`src/rtl/gtfwizard_raw_qpll_seq.sv`:
```
// Power-up, reset and lock supervisor for up to two QPLLs of a GTF common block.
// Every PLL gets its own lock/refclklost synchronisers, FSM and counters, all
// clocked by the free-running DRP clock. Outputs are registered together with
// the state, so each output reflects the state the FSM has just entered.
module gtfwizard_raw_qpll_seq #(
  parameter int N_QPLL        = 2,
  parameter int PD_CYCLES     = 16,
  parameter int RST_CYCLES    = 32,
  parameter int LOCK_TIMEOUT  = 4096,
  parameter int STABLE_CYCLES = 64,
  parameter int MAX_RETRY     = 3
) (
  input  logic                  gtf_cm_drpclk,
  input  logic                  gtf_cm_reset,
  input  logic [N_QPLL-1:0]     gtf_cm_qpll_en,
  input  logic [N_QPLL-1:0]     gtf_cm_qpll_lock,
  input  logic [N_QPLL-1:0]     gtf_cm_qpll_refclklost,
  input  logic [N_QPLL-1:0]     gtf_cm_qpll_fault_clr,
  output logic [N_QPLL-1:0]     gtf_cm_qpll_pd,
  output logic [N_QPLL-1:0]     gtf_cm_qpll_reset,
  output logic [N_QPLL-1:0]     gtf_cm_qpll_ready,
  output logic [N_QPLL-1:0]     gtf_cm_qpll_fault,
  output logic [N_QPLL-1:0]     gtf_cm_qpll_relock_evt,
  output logic [4*N_QPLL-1:0]   gtf_cm_qpll_retry_cnt
);

  localparam logic [15:0] LP_PD     = 16'(PD_CYCLES);
  localparam logic [15:0] LP_RST_M1 = 16'(RST_CYCLES - 1);
  localparam logic [15:0] LP_TO_M1  = 16'(LOCK_TIMEOUT - 1);
  localparam logic [15:0] LP_STB    = 16'(STABLE_CYCLES);
  localparam logic [3:0]  LP_MAXR   = 4'(MAX_RETRY);

  typedef enum logic [2:0] {
    S_OFF, S_PWRUP, S_WAIT, S_STABLE, S_READY, S_FAULT
  } state_t;

  // Output pattern for a state: {pd, reset, ready, fault}
  function automatic logic [3:0] f_outs(input state_t s);
    case (s)
      S_OFF:            f_outs = 4'b1100;
      S_PWRUP:          f_outs = 4'b0100;
      S_WAIT, S_STABLE: f_outs = 4'b0000;
      S_READY:          f_outs = 4'b0010;
      S_FAULT:          f_outs = 4'b1101;
      default:          f_outs = 4'b1100;
    endcase
  endfunction

  for (genvar g = 0; g < N_QPLL; g++) begin : g_pll
    logic [1:0]  r_lock_sync;
    logic [1:0]  r_rcl_sync;
    state_t      r_state;
    logic [3:0]  r_outs;
    logic        r_relock;
    logic [15:0] r_dwell;
    logic [15:0] r_timer;
    logic [15:0] r_stable;
    logic [3:0]  r_retry;
    logic        w_lock_s;
    logic        w_lost;
    logic        w_timeout;
    logic [3:0]  w_retry_inc;

    assign w_lock_s    = r_lock_sync[1];
    assign w_lost      = !w_lock_s || r_rcl_sync[1];
    assign w_timeout   = (r_timer >= LP_TO_M1);
    assign w_retry_inc = r_retry + 4'd1;

    // Two-flop synchronisers for the asynchronous lock and refclklost inputs
    always_ff @(posedge gtf_cm_drpclk) begin
      if (gtf_cm_reset) begin
        r_lock_sync <= 2'b00;
        r_rcl_sync  <= 2'b00;
      end else begin
        r_lock_sync <= {r_lock_sync[0], gtf_cm_qpll_lock[g]};
        r_rcl_sync  <= {r_rcl_sync[0], gtf_cm_qpll_refclklost[g]};
      end
    end

    // Per-PLL sequencer; r_dwell times both the OFF dwell and the PWRUP reset hold
    always_ff @(posedge gtf_cm_drpclk) begin
      if (gtf_cm_reset) begin
        r_state  <= S_OFF;
        r_outs   <= f_outs(S_OFF);
        r_relock <= 1'b0;
        r_dwell  <= '0;
        r_timer  <= '0;
        r_stable <= '0;
        r_retry  <= '0;
      end else begin
        r_relock <= 1'b0;
        if (r_state == S_FAULT) begin
          // Only an explicit clear leaves FAULT; enable is deliberately ignored
          if (gtf_cm_qpll_fault_clr[g]) begin
            r_state <= S_OFF;
            r_outs  <= f_outs(S_OFF);
            r_retry <= '0;
            r_dwell <= '0;
          end
        end else if (!gtf_cm_qpll_en[g]) begin
          // Disable overrides everything, but a lock loss in READY is still reported
          r_state  <= S_OFF;
          r_outs   <= f_outs(S_OFF);
          r_retry  <= '0;
          r_dwell  <= '0;
          r_relock <= (r_state == S_READY) && w_lost;
        end else begin
          case (r_state)
            S_OFF: begin
              if (r_dwell >= LP_PD) begin
                r_state <= S_PWRUP;
                r_outs  <= f_outs(S_PWRUP);
                r_dwell <= '0;
                r_timer <= '0;
              end else begin
                r_dwell <= r_dwell + 16'd1;
              end
            end
            S_PWRUP: begin
              if (r_dwell >= LP_RST_M1) begin
                r_state <= S_WAIT;
                r_outs  <= f_outs(S_WAIT);
              end else begin
                r_dwell <= r_dwell + 16'd1;
              end
            end
            S_WAIT, S_STABLE: begin
              // Timeout takes priority over any lock progress in the same cycle
              if (w_timeout) begin
                r_retry <= w_retry_inc;
                if (w_retry_inc >= LP_MAXR) begin
                  r_state <= S_FAULT;
                  r_outs  <= f_outs(S_FAULT);
                end else begin
                  r_state <= S_PWRUP;
                  r_outs  <= f_outs(S_PWRUP);
                  r_dwell <= '0;
                  r_timer <= '0;
                end
              end else begin
                r_timer <= r_timer + 16'd1;
                if (r_state == S_WAIT) begin
                  if (w_lock_s) begin
                    r_state  <= S_STABLE;
                    r_outs   <= f_outs(S_STABLE);
                    r_stable <= '0;
                  end
                end else if (!w_lock_s) begin
                  r_state <= S_WAIT;
                  r_outs  <= f_outs(S_WAIT);
                end else if (r_stable >= LP_STB) begin
                  r_state <= S_READY;
                  r_outs  <= f_outs(S_READY);
                end else begin
                  r_stable <= r_stable + 16'd1;
                end
              end
            end
            S_READY: begin
              if (w_lost) begin
                r_relock <= 1'b1;
                r_retry  <= '0;
                r_state  <= S_PWRUP;
                r_outs   <= f_outs(S_PWRUP);
                r_dwell  <= '0;
                r_timer  <= '0;
              end
            end
            default: begin
              r_state <= S_OFF;
              r_outs  <= f_outs(S_OFF);
              r_dwell <= '0;
            end
          endcase
        end
      end
    end

    assign gtf_cm_qpll_pd[g]               = r_outs[3];
    assign gtf_cm_qpll_reset[g]            = r_outs[2];
    assign gtf_cm_qpll_ready[g]            = r_outs[1];
    assign gtf_cm_qpll_fault[g]            = r_outs[0];
    assign gtf_cm_qpll_relock_evt[g]       = r_relock;
    assign gtf_cm_qpll_retry_cnt[4*g +: 4] = r_retry;
  end

endmodule

```
`config.mk`:
```
export PLATFORM = sky130hd
export DESIGN_NAME = gtfwizard_raw_qpll_seq
export DESIGN_NICKNAME = d
export VERILOG_FILES = /design/src/rtl/gtfwizard_raw_qpll_seq.sv
export SDC_FILE = /design/constraint.sdc
export NUM_CORES = 1
export LEC_CHECK = 0
export BUFFER_PORTS_ARGS = -buffer_cell sky130_fd_sc_hd__buf_2
export CORE_AREA = 2 2 108 110
export DETAILED_ROUTE_END_ITERATION = 10
export DIE_AREA = 0 0 110 112
export PLACE_DENSITY = 0.75
export SLEW_MARGIN = 20
export SYNTH_ARGS = -nofsm -noshare
export SYNTH_HDL_FRONTEND = slang
export SYNTH_SLANG_ARGS = --single-unit
```
`constraint.sdc`:
```
create_clock -name gtf_cm_drpclk -period 2 [get_ports gtf_cm_drpclk]
set_input_delay 0.5 -clock gtf_cm_drpclk [delete_from_list [all_inputs] [get_ports gtf_cm_drpclk]]
set_output_delay 0.5 -clock gtf_cm_drpclk [all_outputs]
set_load 0.01 [all_outputs]
```
Yosys cells after proc, flatten, opt, wreduce, memory -nomap -nowiden
Cells that the tools add are included.
{"block": "op_classes", "n_addsub": 8, "n_lt_le_gt_ge": 10, "n_eq_ne": 38, "muxes": 102, "bitwise": 4, "n_reduce_logical": 24}
{"op": "16-bit 2-to-1 mux", "n": 28}
{"op": "4-bit 2-to-1 mux", "n": 34}
{"op": "16-bit case mux with 4 select lines", "n": 2}
{"op": "16-bit by 1-bit adder with 16-bit output, second input constant", "n": 6}
{"op": "16-bit case mux with 3 select lines", "n": 2}
{"op": "3-bit 2-to-1 mux", "n": 24}
{"op": "16-bit by 5-bit >= comparator with 1-bit output, second input constant", "n": 4}
{"op": "4-bit != test, second input constant", "n": 12}
{"op": "6-bit AND reduction", "n": 6}
{"op": "16-bit by 12-bit >= comparator with 1-bit output, second input constant", "n": 2}
{"op": "16-bit by 7-bit >= comparator with 1-bit output, second input constant", "n": 2}
{"op": "4-bit case mux with 4 select lines", "n": 2}
{"op": "3-bit case mux with 4 select lines", "n": 2}
{"op": "2-bit != test, second input constant", "n": 8}
{"op": "4-bit case mux with 2 select lines", "n": 2}
{"op": "7-bit != test, second input constant", "n": 2}
{"op": "3-bit by 2-bit equality test with 1-bit output, second input constant", "n": 4}
{"op": "3-bit equality test, second input constant", "n": 4}
{"op": "6-bit != test, second input constant", "n": 2}
{"op": "5-bit AND reduction", "n": 2}
{"op": "4-bit by 1-bit adder with 4-bit output, second input constant", "n": 2}
{"op": "4-bit by 2-bit >= comparator with 1-bit output, second input constant", "n": 2}
{"op": "4-bit by 1-bit != test with 1-bit output, second input constant", "n": 2}
{"op": "4-bit AND reduction", "n": 2}
{"op": "other kinds (10)", "n": 28}
{"block": "word_totals", "reg_bits": 128, "input_bits": 10, "wordCells": 204}

Longest topological paths before layout
{"block": "depth", "word_depth": 8, "ltp_mapped": 9}

Worst setup path after synthesis
Ideal clock, no wire load.
{"block": "synth_path", "path_type": "register to register", "start": "register g_pll[0].r_retry[0]", "end": "register g_pll[0].r_dwell[1]", "t_arrival_ns": 1.982, "path_slack_ns": -0.098, "stages_incl_launch_ff": 9, "path_buffers": 1, "period_less_slack_ns": 2.098, "cell_sequence": "dfxtp_1 > ha_1 > and2_1 > a21oi_1 > o32a_1 > o21bai_1 > clkbuf_1 > a211oi_1 > a41o_1"}
{"block": "synth_via", "elab_chain_len": 4}
{"item": "start: declaration", "line_no": "58", "text": "logic [3:0] r_retry;"}
{"item": "start signal: assignment", "line_no": "130", "text": "r_retry <= w_retry_inc;"}
{"item": "4-bit by 1-bit adder with 4-bit output", "line_no": "67", "text": "assign w_retry_inc = r_retry + 4'd1;"}
{"item": "4-bit by 2-bit >= comparator with 1-bit output", "line_no": "131", "text": "if (w_retry_inc >= LP_MAXR) begin"}
{"item": "4-bit != test (no line)"}
{"item": "5-bit AND reduction (no line)"}
{"item": "end signal: assignment", "line_no": "116", "text": "r_dwell <= r_dwell + 16'd1;"}
{"item": "end signal: assignment", "line_no": "124", "text": "r_dwell <= r_dwell + 16'd1;"}
{"item": "end: declaration", "line_no": "55", "text": "logic [15:0] r_dwell;"}
No other way between the ends.
A chain may end at the register's enable or synchronous reset.

Worst setup path after layout
{"block": "layout_path", "start": "register g_pll[1].r_dwell[7]", "end": "register g_pll[1].r_dwell[3]"}
{"block": "layout_via", "elab_chain_len": 5, "elab_cells_between_ends": 8, "classes_between": "order compare (2); eq/ne (1); mux (4); reduce/logical (1)"}
{"item": "start: declaration", "line_no": "55"}
{"item": "start signal: assignment", "line_no": "116"}
{"item": "start signal: assignment", "line_no": "124"}
{"item": "16-bit by 5-bit >= comparator with 1-bit output", "line_no": "110", "text": "if (r_dwell >= LP_PD) begin"}
{"item": "16-bit 2-to-1 mux", "line_no": "110"}
{"item": "16-bit case mux with 4 select lines", "line_no": "108", "text": "case (r_state)"}
{"item": "16-bit 2-to-1 mux", "line_no": "100", "text": "end else if (!gtf_cm_qpll_en[g]) begin"}
{"item": "16-bit 2-to-1 mux", "line_no": "92", "text": "if (r_state == S_FAULT) begin"}
Several ways; a longest one is shown, not always the timed one.

==> out/summary.txt <==
Status - complete, no violations
Die Area - 12300 µm²
Fill cells - 808
Die Y - 112 µm
Reg2reg path depth - 6
Internal - 4.74 mW
Critical path depth - 6
Worst r2r src - g_pll[1].r_dwell[7]
Kind of critical path - reg -> reg
Total track usage - 25.8%
Worst Setup Slack, final - 0.000116 ns
Post-synthesis cell count - 684
Place WS - -0.131 ns
GP Congestion - 0.897
Synth top area share - 42.3%
Crit path from - g_pll[1].r_dwell[7]
Area growth from synthesis to layout - 30.4%
Slowest cell on crit path - or4b_4
Total grt overflow - 0
Initial Util - 54.2%
Synth unique cells - 80
Max cap viols - 0
Share of cells above drive strength 1 - 29.9%
CTS Buf Count - 17
Top_reg_cell synth - dfxtp_1
# IOs - 28
Final ANT Viol Nets - 0
Period minus WS final - 2.00 ns
Largest net degree at the start of global routing - 28
Leading area contributor after synthesis - dfxtp_1
Sequential-to-total area share from yosys stat - 42.3%
CP arrival - 2.36 ns
Number of synthesized flops with an enable pin - 0
Max Slew Vio Count - 0
Total number of vias - 5665
CTS tree - built
Setup crit end - g_pll[1].r_dwell[3]
CP Capture Type - register
Delay-heaviest family, CP - simple AND/OR/NAND/NOR gates
Worst-Margin Slew - 0.527 ns
Power, Total - 6.11 mW
Logic gate share of total power - 6.4%
Seq pwr share - 42.7%
Synth Cell Area - 6050 µm²
Final routed DRC violation total - 0
Worst skew pair latency - 0.42 ns
DRT Pass-1 Iters - 5
Final hold viol count - 0
Die W - 110 µm
Multi-input combinational cell area - 3660 µm²
Finished Layout Cells - 940
Synthesis-stage register bit count - 128
Clk pwr share - 50.9%
Final setup fails - 0
Clock sinks - 128
Yosys warning count - 0
Initial antenna violation count - 0
ANT cells - 0
Top post-synthesis cells by area - dfxtp_1 42%, nor2_1 4.1%, and2_1 2.9%
Vias per std cell - 6.03
P_leak - 3.12 nW
IO Port Bufs - 27
CP Launch Type - register
Peak supply drop - 0.618 mV
Flop2flop setup slack - 0.0001 ns
Worst reg2reg path endpoint - g_pll[1].r_dwell[3]
CP required - 2.36 ns
Clock buffer depth - 2
WL per Instance - 16.6 µm
Initial drt markers - 445
Hold Path Class - in -> reg
Relative slew slack - 64.6%
Slowest stage delay, CP - 0.49 ns
Power per cell area - 775 nW/µm²
Clock root buffer - clkbuf_16
Synthesized Nets - 708
Clock Skew - 0.0100 ns
Core ar. - 11200 µm²
Detailed Route WL - 15600 µm
Vias in the first global route - 5398
Hold buffers post-CTS - 0
Cell breakdown of the critical path - nor4_4 > nand3_2 > o211ai_4 > nand2_2 > or4b_4 > a21oi_2
Final #Nets - 809
RSZ-0062 raised after global routing - yes
Critical Path Fanout Max - 5
Cell row count - 39
Ys async rst share - 0%
Placed cells - 898
Buffers and inverters on the worst path - 0
CTS clock-pin slew for the worst setup and hold paths - 0.06 ns
Sequential cell area - 2580 µm²
First-pass GRT wire length - 25200 µm
Maximum level of the CTS H-tree - 4
Dpl hpwl - 10600 µm
NetSw - 1.37 mW
Avg Cell Area, Syn - 8.85 µm²
F_max - 500 MHz
Switching Share - 22.5%
Fin crit share - 100%
## metal layers
layer  up-vias  GRT usage, %  wire length [µm]
met3        37          5.91               711
met2       172          40.1              7520
met4         0          13.5               468
met1      2733          33.1              6880
met5         -             0                 0
li1       2723             -                 -
## layout make-up
type                       instances  area share [%]
clock buffer                      20            5.79
clock inverter                    11            1.76
multi-input combinational        504            46.3
tap                              143            2.27
sequential                       128            32.7
inverter                          24            1.14
timing repair buffer             110            9.99
## synth_stat cells, drive strengths merged (8+ instances only)
cell    count
nor2b      17
dfxtp     128
and2       28
a41oi       8
a21oi      35
a311oi      9
and3       26
nor4       16
buf        11
inv        24
nand2      46
clkbuf     17
nand4      11
o21ai      30
nor2       68
a31oi      22
nand3      30
ha         14
nor3       14
nor3b      12
## worst min-delay path by stage
stage | depth (start not counted) | end | slack [ns] | start
3_3_place_gp | 1 | g_pll[1].r_rcl_sync[1] | 0.42 | g_pll[1].r_rcl_sync[0]
2_1_floorplan | 2 | g_pll[1].r_dwell[11] | 0.41 | g_pll[1].r_dwell[11]
4_1_cts | 2 | g_pll[1].r_lock_sync[0] | 0.27 | gtf_cm_qpll_lock[1]
5_1_grt | 2 | g_pll[0].r_rcl_sync[0] | 0.29 | gtf_cm_qpll_refclklost[0]
6_report | 2 | g_pll[1].r_lock_sync[0] | 0.29 | gtf_cm_qpll_lock[1]
3_5_place_dp | 2 | g_pll[1].r_dwell[11] | 0.43 | g_pll[1].r_dwell[11]
## power groups by stage
| stage | logic, mW | registers, mW | clock network [mW] |
|---|---|---|---|
| floorplan | 0.217 | 2.65 | 0 |
| global placement | 0.331 | 2.66 | 0 |
| detailed placement | 0.342 | 2.66 | 0 |
| CTS | 0.353 | 2.61 | 3.16 |
| global route | 0.423 | 2.61 | 3.24 |
| finish | 0.390 | 2.61 | 3.11 |
## state kept, by name (all words and copies together), names as in the netlist
name               flops
g_pll.r_dwell         32
g_pll.r_lock_sync      4
g_pll.r_outs           8
g_pll.r_rcl_sync       4
g_pll.r_relock         2
g_pll.r_retry          8
g_pll.r_stable        32
g_pll.r_state          6
g_pll.r_timer         32
## repair_timing
action                     CTS  global route
setup endpoints to repair   49            91
buffers inserted             1             8
resized for setup           17            79
gates cloned                 0             2
pin swaps                    4            30
## stage by stage
step / utilization, % / hold slack (ns) / area, µm² / TNS, ns
floorplan: - / 0.409 / 6070 / -0.000945
global placement: 60.9 / 0.420 / 6810 / -0.0267
detailed placement: 60.9 / 0.426 / 6810 / -1.01
CTS: 67.1 / 0.271 / 7490 / 0
global route: 70.6 / 0.288 / 7890 / -0.592
finish: 70.6 / 0.286 / 7890 / 0
## logic make-up (layout without fill, tap and decap cells)
| kind of cell | Yosys count | after routing | share of synthesized area, % |
|---|---|---|---|
| simple gates | 304 | 304 | 28.5 |
| compound gates | 175 | 175 | 21.0 |
| flops | 128 | 128 | 42.3 |
| buf+inv | 52 | 165 | 3.64 |
| fa+ha+maj | 14 | 14 | 2.89 |
| xor+xnor | 10 | 10 | 1.45 |
| mux | 1 | 1 | 0.165 |
## cells in the final DEF (no fill, tap or decap), types with 9 or more instances in the layout
master and count:
nand2_1 42, o21ai_0 22, buf_4 74, nor3_1 13
dfxtp_2 10, buf_2 29, a21oi_1 29, and2_1 27
dfxtp_1 116, a31oi_1 20, ha_1 9, clkbuf_16 17
and3_1 23, nor2b_1 16, inv_1 24, nor3b_1 11
nand3_1 27, nand4_1 10, nor2_1 63
(Power assumes the default switching activity.)
